`src/rtl/instruction_fetch_unit_if.sv`:
```
// Instruction-memory read bus between the fetch unit (master) and memory (slave).
interface instruction_fetch_unit_if;
   localparam int unsigned ADDR_W = 16;
   localparam int unsigned DATA_W = 16;

   logic [ADDR_W-1:0] mem_addr;
   logic              mem_rd_req;
   logic              mem_rd_ack;
   logic [DATA_W-1:0] mem_rd_data;

   modport master (
      output mem_addr,
      output mem_rd_req,
      input  mem_rd_ack,
      input  mem_rd_data
   );

   modport slave (
      input  mem_addr,
      input  mem_rd_req,
      output mem_rd_ack,
      output mem_rd_data
   );
endinterface

```
`src/rtl/instruction_fetch_unit.sv`:
```
// Instruction fetch unit: issues reads at current_PC, buffers one fetched word
// for decode and computes the sequential or branch next PC for the PC register.
module instruction_fetch_unit #(
   parameter logic [15:0] RESET_VECTOR = 16'h0000,
   parameter logic [15:0] PC_STEP      = 16'd2
) (
   input  logic                     clk,
   input  logic                     rst,
   input  logic [15:0]              current_PC,
   output logic [15:0]              new_PC,
   instruction_fetch_unit_if.master mem,
   input  logic                     branch_valid,
   input  logic [15:0]              branch_target,
   input  logic                     halt,
   input  logic                     stall,
   output logic [15:0]              instr_out,
   output logic                     instr_valid
);

   localparam int unsigned PC_W = 16;

   typedef enum logic [1:0] {
      ST_IDLE   = 2'd0,
      ST_RUN    = 2'd1,
      ST_HALTED = 2'd2
   } state_e;

   state_e          state_q, state_d;
   logic [PC_W-1:0] new_pc_q, new_pc_d;
   logic [PC_W-1:0] instr_q, instr_d;
   logic            valid_q, valid_d;
   logic            br_pend_q, br_pend_d;

   logic            rd_req_c;
   logic            ack_acc_c;

   // Request whenever running, not halted, and the output buffer can take a word.
   always_comb begin
      rd_req_c  = (state_q == ST_RUN) && !halt && !(valid_q && stall);
      ack_acc_c = rd_req_c && mem.mem_rd_ack;
   end

   assign mem.mem_addr   = current_PC;
   assign mem.mem_rd_req = rd_req_c;

   // State and datapath registers; reset discards any outstanding read.
   always_ff @(posedge clk or posedge rst) begin
      if (rst) begin
         state_q   <= ST_IDLE;
         new_pc_q  <= RESET_VECTOR;
         instr_q   <= '0;
         valid_q   <= 1'b0;
         br_pend_q <= 1'b0;
      end else begin
         state_q   <= state_d;
         new_pc_q  <= new_pc_d;
         instr_q   <= instr_d;
         valid_q   <= valid_d;
         br_pend_q <= br_pend_d;
      end
   end

   // Next state, next PC, output buffer and pending-branch bookkeeping.
   always_comb begin
      state_d   = state_q;
      new_pc_d  = new_pc_q;
      instr_d   = instr_q;
      valid_d   = valid_q;
      br_pend_d = br_pend_q;

      unique case (state_q)
         ST_IDLE:   state_d = ST_RUN;
         ST_RUN:    if (halt)  state_d = ST_HALTED;
         ST_HALTED: if (!halt) state_d = ST_RUN;
         default:   state_d = ST_IDLE;
      endcase

      // An outstanding read is abandoned on entry to HALTED; nothing to discard later.
      if (state_q == ST_RUN && halt) begin
         br_pend_d = 1'b0;
      end

      // Decode takes the buffered word.
      if (valid_q && !stall) begin
         valid_d = 1'b0;
      end

      if (branch_valid) begin
         // Target wins over any fetched or buffered word.
         new_pc_d = branch_target;
         valid_d  = 1'b0;
         if (rd_req_c && !mem.mem_rd_ack) begin
            br_pend_d = 1'b1;
         end else if (ack_acc_c) begin
            br_pend_d = 1'b0;
         end
      end else if (ack_acc_c) begin
         if (br_pend_q) begin
            // Word belongs to the pre-branch path: drop it.
            br_pend_d = 1'b0;
         end else begin
            instr_d  = mem.mem_rd_data;
            valid_d  = 1'b1;
            new_pc_d = PC_W'(current_PC + PC_STEP);
         end
      end
   end

   assign new_PC      = new_pc_q;
   assign instr_out   = instr_q;
   assign instr_valid = valid_q;

endmodule

```
`src/flat_wrapper.sv`:
```
// flat-port wrapper written by rule: the top's interface ports become plain ports
module instruction_fetch_unit_flat 
#(
   parameter logic [15:0] RESET_VECTOR = 16'h0000,
   parameter logic [15:0] PC_STEP      = 16'd2
)
  (clk, rst, current_PC, new_PC, branch_valid, branch_target, halt, stall, instr_out, instr_valid, mem_mem_addr, mem_mem_rd_req, mem_mem_rd_ack, mem_mem_rd_data);
  instruction_fetch_unit_if mem_i ();
  input  logic clk;
  input  logic rst;
  input  logic [15:0] current_PC;
  output logic [15:0] new_PC;
  input  logic branch_valid;
  input  logic [15:0] branch_target;
  input  logic halt;
  input  logic stall;
  output logic [15:0] instr_out;
  output logic instr_valid;
  output wire logic [$bits(mem_i.mem_addr)-1:0] mem_mem_addr;
  output wire logic [$bits(mem_i.mem_rd_req)-1:0] mem_mem_rd_req;
  input wire logic [$bits(mem_i.mem_rd_ack)-1:0] mem_mem_rd_ack;
  input wire logic [$bits(mem_i.mem_rd_data)-1:0] mem_mem_rd_data;
  assign mem_mem_addr = mem_i.mem_addr;
  assign mem_mem_rd_req = mem_i.mem_rd_req;
  assign mem_i.mem_rd_ack = mem_mem_rd_ack;
  assign mem_i.mem_rd_data = mem_mem_rd_data;
  instruction_fetch_unit #(.RESET_VECTOR(RESET_VECTOR), .PC_STEP(PC_STEP)) u_core (.clk(clk), .rst(rst), .current_PC(current_PC), .new_PC(new_PC), .mem(mem_i), .branch_valid(branch_valid), .branch_target(branch_target), .halt(halt), .stall(stall), .instr_out(instr_out), .instr_valid(instr_valid));
endmodule
```
`config.mk`:
```
export PLATFORM = sky130hd
export DESIGN_NAME = instruction_fetch_unit_flat
export DESIGN_NICKNAME = d
export VERILOG_FILES = /design/src/rtl/instruction_fetch_unit_if.sv /design/src/rtl/instruction_fetch_unit.sv /design/src/flat_wrapper.sv
export SDC_FILE = /design/constraint.sdc
export NUM_CORES = 1
export LEC_CHECK = 0
export ABC_AREA = 1
export CELL_PAD_IN_SITES_DETAIL_PLACEMENT = 0
export CELL_PAD_IN_SITES_GLOBAL_PLACEMENT = 2
export CORE_MARGIN = 1
export CORE_UTILIZATION = 19
export DETAILED_ROUTE_END_ITERATION = 7
export GPL_ROUTABILITY_DRIVEN = 0
export PLACE_DENSITY_LB_ADDON = 0.1
export SYNTH_ARGS = -nofsm -noshare
export SYNTH_HDL_FRONTEND = slang
export SYNTH_SLANG_ARGS = --single-unit
```
`constraint.sdc`:
```
create_clock -name clk -period 1.15 [get_ports clk]
set_input_delay 0.1725 -clock clk [delete_from_list [all_inputs] [get_ports clk]]
set_output_delay 0.1725 -clock clk [all_outputs]
set_load 0.02 [all_outputs]
```
==> impl_metrics.toml, run 1 <==
[logic_synthesis]
synth_compound_gate_area_share = 0.0144
synthTopCellsByCount = "138 x sky130_fd_sc_hd__nand2_1, 36 x sky130_fd_sc_hd__dfrtp_1, 23 x sky130_fd_sc_hd__nand3_1"
post_synth_instance_area_um2 = 2090
synth_xor_area_frac = 0.00840
synth_edf_count = 0
cell_variety_after_synth = 26
synth.yosys.seq_area_share = 0.432
avgSynthCellArea_um2 = 7.29
most_common_cell_in_the_netlist = "sky130_fd_sc_hd__nand2_1"
combinational_family_with_the_most_area_after_synthesis = "simple AND/OR/NAND/NOR gates"
synthSimpleGateAreaFrac = 0.411
post_synth_adder_cell_area = 0.00600
syn_inst = 286
yosysTopAreaCell = "sky130_fd_sc_hd__dfrtp_1"
post_synth_net_total = 341
synthDominantCellAreaShare = 0.432
post_synth_main_area_contributors = "sky130_fd_sc_hd__dfrtp_1 43%, sky130_fd_sc_hd__nand2_1 25%, sky130_fd_sc_hd__buf_4 5.8%, sky130_fd_sc_hd__nand3_1 5.5%, sky130_fd_sc_hd__inv_1 3.6%"
synth-seq-cells = 36
async_flop_share = 1.00
ys.warnings.count = 0
synth_mux_area_frac = 0
yosys_most_used_dff = "sky130_fd_sc_hd__dfrtp_1"

[floorplan]
die_area_um2 = 11400
core_area_um2 = 10500
initial_util = 0.199
die-width_um = 107
row_count = 37
die_outline_height_um = 107
num_io_pins = 104

[clock_tree]
numCtsBuffers = 5
clkLatencyLatePin_ns = 0.29
clock-root-buffer = "sky130_fd_sc_hd__clkbuf_8"
clock_path_buffers = 2
holdBufCountCts = 0
clock_sinks = 36
post_cts_clock_slew_at_the_launch_and_capture_registers_of_the_worst_setup_and_hold_paths_ns = 0.08
tritoncts = "done"
cts-htree-levels = 2

[timing]
final.setup.worst_slack_ns = -0.211
post-route-period-util = 1.18
finalHoldViolations = 0
final_setup_violation_count = 35
max_freq_mhz = 735
period_needed_ns = 1.36
grt_setup_unrepaired = "yes"
timing.slew.headroom = 0.815
finalMaxSlewViolations = 0
tightestPinTransition_ns = 0.277
skew_ns = 0.00449

[global_route]
grt_pass1_wl_um = 11300
gr-usage-all-layers = 0.125
first_global_vias = 2340
grt_start_max_net_pins = 37
initial_antenna_violation_count = 0
remaining_global_route_overflow = 0

[finish]
finalNetCount = 480
filler_cell_count = 1174
drive_above_1_share = 0.385
n_antenna_cell = 0
synthToLayoutAreaGrowth_pct = 79.9
multi_input_area_um2 = 1120
layout.area.seq_um2 = 902

[critical_path]
criticalPathCategory = "register to register"
critical_path.max_stage_delay_ns = 0.41
crit_top_cell = "sky130_fd_sc_hd__nor2_4"
crit_path_end_kind = "register"
cp_data_required_time_ns = 1.38
critPathMaxFanout = 6
startpoint_class = "register"
worstPathArrival_ns = 1.59
cp.buffers_inverters = 3
cp_slowest_cell = "sky130_fd_sc_hd__dfrtp_1"
list_of_cells_traversed_by_the_critical_path = "nor2_4 > buf_6 > nand4_4 > nor2_4 > buf_12 > clkbuf_16 > nand2_2 > nand2_1"
critPathTopFamily = "simple AND/OR/NAND/NOR gates"

[detailed_routing]
drc = 0
detail-route-antenna-nets = 0
avgRoutedWirePerCell_um = 12.0
routed_wirelength_um = 6730
drt_iter0_markers = 46
ratio_of_routed_vias_to_standard_cells = 3.90
vias = 2193
drt_pre_antenna_iters = 4

[pwr]
powerDensity_nw_per_um2 = 1550
power_leakage_uw = 0.00193
ir_drop_v = 0.000707
power.total_uw = 5820

[status]
violations = "setup timing"
status = "finished, violations left"

[place]
detailedPlace.worstSlack_ns = -0.540
io_buffers = 103
detailed_place_hpwl_um = 5120

[worst_hold_path]
timing.hold.worst.class = "primary input to asynchronous set/reset pin"

[flow_run]
cap_viol_max_count = 0
sequential cells by signal, summed over array words and instances (netlist names):
register	count
u_core.instr_out	16
u_core.new_PC	16
u_core.state_q	2
u_core.br_pend_q	1
u_core.instr_valid	1
worst min-delay path, cell delays in order:
cell	delay, ns
sky130_fd_sc_hd__clkdlybuf4s50_1	0.40
sky130_fd_sc_hd__inv_1	0.09
sky130_fd_sc_hd__buf_12	0.23
worst paths after layout:
path / start / endpoint / cells past startpoint / slack [ns]
worst min-delay path: rst / u_core.instr_valid / 3 / 0.24
worst max register to register: u_core.state_q[1] / u_core.instr_out[14] / 8 / -0.21
worst min register to register: u_core.instr_out[3] / u_core.instr_out[3] / 2 / 0.48
min in group clk: current_PC[1] / u_core.new_PC[1] / 5 / 0.35
worst max-delay path: u_core.state_q[1] / u_core.instr_out[14] / 8 / -0.21
max in group asynchronous: rst / u_core.instr_valid / 3 / 0.71
cell type report:
type | count | area share
tap | 136 | 0.0453
multi-input combinational | 205 | 0.299
clock buffer | 5 | 0.0183
sequential | 36 | 0.240
inverter | 23 | 0.0273
clock inverter | 3 | 0.00500
timing repair buffer | 154 | 0.365
power breakdown:
part           total [uW]  switching [uW]  leakage, uW  internal [uW]
clock network         928             505    0.0000479            423
logic                2890            1600      0.00143           1290
registers            2000             266     0.000445           1740
stage by stage:
| stage | area, um2 | utilization | hold WS, ns | TNS, ns | instances |
|---|---|---|---|---|---|
| after CTS | 3690 | 0.353 | 0.242 | -5.57 | 559 |
| after global routing | 3750 | 0.359 | 0.284 | -9.12 | 562 |
| after floorplan | 2090 | - | 0.278 | -1.72 | 286 |
| final | 3750 | 0.359 | 0.245 | -6.12 | 562 |
| after detailed placement | 3480 | 0.333 | 0.463 | -20.42 | 548 |
| after global placement | 3480 | 0.333 | 0.454 | -20.52 | 548 |
cell families after synthesis:
kind of cell / Yosys count
AO/OA/AOI/OAI: 5
XOR/XNOR: 2
adder cells (fa/ha/maj): 1
buffers and inverters: 46
flip-flops: 36
AND/OR/NAND/NOR: 196
layout by cell type (no fill, tap or decap), drive strengths merged:
cell           instances
buf                   67
xor2                   1
clkinv                 3
o21ai                  2
ha                     1
or2                    1
o21a                   1
nand3                 26
o21bai                 1
nor2                  22
inv                   23
a21oi                  1
xnor2                  1
clkdlybuf4s50         49
nand3b                 1
nand4                  8
clkdlybuf4s15         15
nand2                139
dlygate4sd2            4
dfrtp                 36
clkbuf                23
dlymetal6s2s           1
layer usage:
metal | vias up | share of wire | track usage
met5 | - | 0 | 0
met4 | 0 | 0.0052 | 0.0235
met3 | 2 | 0.065 | 0.0353
met2 | 58 | 0.47 | 0.210
met1 | 985 | 0.46 | 0.160
li1 | 1148 | - | -
timing repair:
item / in CTS / in global routing
cloned: 1 / 1
hold endpoints to repair: 0 / 0
resized for setup: 169 / 67
setup buffers: 2 / 3
pin swaps: 10 / 19
setup endpoints to repair: 82 / 60
(Power assumes the default switching activity.)
==> inputs of run 2 (changes only) <==
--- a/config.mk
+++ b/config.mk
@@ -10,6 +10,7 @@
 export CELL_PAD_IN_SITES_GLOBAL_PLACEMENT = 2
 export CORE_MARGIN = 1
 export CORE_UTILIZATION = 19
+export CTS_CLUSTER_SIZE = 28
 export DETAILED_ROUTE_END_ITERATION = 7
 export GPL_ROUTABILITY_DRIVEN = 0
 export PLACE_DENSITY_LB_ADDON = 0.1
==> results of run 2 <==
The final DEF is identical to that of run 1; final timing and power are the same.
==> inputs of run 3 (changes only) <==
--- a/config.mk
+++ b/config.mk
@@ -8,12 +8,14 @@
 export ABC_AREA = 1
 export CELL_PAD_IN_SITES_DETAIL_PLACEMENT = 0
 export CELL_PAD_IN_SITES_GLOBAL_PLACEMENT = 2
+export CORE_ASPECT_RATIO = 1.75
 export CORE_MARGIN = 1
 export CORE_UTILIZATION = 19
 export CTS_CLUSTER_SIZE = 28
 export DETAILED_ROUTE_END_ITERATION = 7
 export GPL_ROUTABILITY_DRIVEN = 0
 export PLACE_DENSITY_LB_ADDON = 0.1
+export SKIP_CTS_REPAIR_TIMING = 1
 export SYNTH_ARGS = -nofsm -noshare
 export SYNTH_HDL_FRONTEND = slang
 export SYNTH_SLANG_ARGS = --single-unit
==> run 3 against run 2 <==
The run still ends with setup timing left. Setup slack got worse by 0.025 ns. Routed wire length up 8.4%. Sequential power barely moved. Sequential share of layout area shrank 0.95 points. Sequential cell count did not move. Core utilization increased by 0.66 points. Global-route usage grew 0.28 points. Worst hold slack better by 0.0049 ns. Clock skew increased by 0.0031 ns. First-iteration DRC count increased by 33%. Final area increased by 4.1%. Largest cell class unchanged. Largest power group unchanged. Highest routed layer unchanged.
==> impl_metrics.toml, run 3 (synthesis gave the netlist of run 1 again) <==
[floorplan]
initial_util = 0.195
num_io_pins = 104
row_count = 50
die-width_um = 81.2
core_area_um2 = 10700
die_outline_height_um = 141
die_area_um2 = 11400

[critical_path]
critPathMaxFanout = 6
cp_slowest_cell = "sky130_fd_sc_hd__dfrtp_1"
cp_data_required_time_ns = 1.37
criticalPathCategory = "register to register"
critical_path.max_stage_delay_ns = 0.35
list_of_cells_traversed_by_the_critical_path = "inv_2 > nor2_4 > buf_6 > nand4_4 > nor2_4 > buf_12 > buf_12 > nand3_2 > nand3_2"
crit_path_end_kind = "register"
startpoint_class = "register"
ff2ff_path_depth = 9
worstPathArrival_ns = 1.60

[timing]
finalMaxSlewViolations = 0
final_setup_violation_count = 33
skew_ns = 0.00755
final.setup.worst_slack_ns = -0.236
tightestPinTransition_ns = 0.254
max_freq_mhz = 721
period_needed_ns = 1.39
timing.slew.headroom = 0.831
post-route-period-util = 1.21
grt_setup_unrepaired = "yes"
hold-worst-slack_ns = 0.250
finalHoldViolations = 0

[status]
status = "finished, violations left"
violations = "setup timing"

[flow_run]
cap_viol_max_count = 0

[detailed_routing]
detail-route-antenna-nets = 0
drt_iter0_markers = 61
drt_pre_antenna_iters = 4
ratio_of_routed_vias_to_standard_cells = 4.08
avgRoutedWirePerCell_um = 13.3
vias = 2231
drc = 0
routed_wirelength_um = 7300

[global_route]
grt_pass1_wl_um = 10800
remaining_global_route_overflow = 0
initial_antenna_violation_count = 0
first_global_vias = 2153
grt_start_max_net_pins = 37
gr-usage-all-layers = 0.128

[place]
detailed_place_hpwl_um = 5610
io_buffers = 103
post-place-cells = 537
placedInstanceArea_um2 = 3440

[pwr]
power.total_uw = 6480
power_leakage_uw = 0.00232
ir_drop_v = 0.00108
powerDensity_nw_per_um2 = 1660

[clock_tree]
clkLatencyLatePin_ns = 0.28
numCtsBuffers = 5
clock-root-buffer = "sky130_fd_sc_hd__clkbuf_16"
cts-htree-levels = 2
clock_path_buffers = 2
clock_sinks = 36
post_cts_clock_slew_at_the_launch_and_capture_registers_of_the_worst_setup_and_hold_paths_ns = 0.06
tritoncts = "done"

[finish]
final_cell_mix = "109 x sky130_fd_sc_hd__nand2_1, 51 x sky130_fd_sc_hd__clkdlybuf4s50_1, 40 x sky130_fd_sc_hd__dlymetal6s2s_1"
final_area_um2 = 3910
synthToLayoutAreaGrowth_pct = 87.3
multi_input_area_um2 = 1080
filler_cell_count = 1140
final_core_util = 0.365
layout.area.seq_um2 = 902
finalNetCount = 471
final-instance-count-excl-fill = 547
drive_above_1_share = 0.295
n_antenna_cell = 0
final_common_cell = "sky130_fd_sc_hd__nand2_1"

[worst_hold_path]
timing.hold.worst.class = "primary input to asynchronous set/reset pin"
==> run 3: changes by cell type in the layout (fill, tap and decap cells not counted), moves of 3 or more <==
cell                              before  now
sky130_fd_sc_hd__buf_2                13    1
sky130_fd_sc_hd__buf_4                43   37
sky130_fd_sc_hd__buf_6                 5    1
sky130_fd_sc_hd__clkbuf_16             1    6
sky130_fd_sc_hd__clkbuf_2             17    8
sky130_fd_sc_hd__clkbuf_8              5    2
sky130_fd_sc_hd__clkdlybuf4s15_2      13    0
sky130_fd_sc_hd__dlygate4sd2_1         4    0
sky130_fd_sc_hd__dlymetal6s2s_1        1   40
sky130_fd_sc_hd__nand2_1             112  109
sky130_fd_sc_hd__nand2_2              19   25
sky130_fd_sc_hd__nand2_4               8    5
sky130_fd_sc_hd__nand3_2               7   11
==> run 3: cell type report <==
type                    count  share of cell area
flip-flops and latches     36               0.231
repair buffers            146               0.383
multi-input cells         204               0.278
inverters                  23              0.0272
well taps                 130              0.0416
clock buffers               8              0.0400
==> run 3: through the flow <==
stage	setup WS [ns]	TNS (ns)
after floorplan	-0.111	-1.72
after global placement	-0.555	-20.23
after detailed placement	-0.570	-20.42
after CTS	-0.656	-23.52
after global routing	-0.366	-10.69
final	-0.236	-6.57
==> run 3: metal layers <==
layer  GRT usage  wire length (um)  up-vias
met1       0.142              2760     1029
met4      0.0508               112        0
met2       0.233              4080       66
li1            -                 -     1131
met5           0                 0        -
met3      0.0214               344        5
==> run 3: worst paths after layout <==
| kind | startpoint | end | slack (ns) |
|---|---|---|---|
| max in group asynchronous | rst | u_core.instr_out[5] | 0.69 |
| min | rst | u_core.state_q[1] | 0.25 |
| max reg2reg | u_core.state_q[0] | u_core.new_PC[12] | -0.24 |
| max | u_core.state_q[0] | u_core.new_PC[12] | -0.24 |
| min reg2reg | u_core.instr_out[6] | u_core.instr_out[6] | 0.47 |
| min in group clk | current_PC[8] | u_core.new_PC[8] | 0.36 |
==> run 3: worst max-delay path, delay by kind of cell, from the launching register on <==
family	cells	cell delay [ns]
buffers and inverters	4	0.47
and+or+nand+nor	5	0.51
DFF	1	0.35
==> run 3: power breakdown <==
| group | switching [uW] | leakage [uW] | internal, uW | total, uW |
|---|---|---|---|---|
| logic | 1560 | 0.00180 | 1450 | 3010 |
| clock network | 509 | 0.0000772 | 922 | 1430 |
| registers | 292 | 0.000445 | 1740 | 2030 |
| total | 2360 | 0.00232 | 4110 | 6480 |
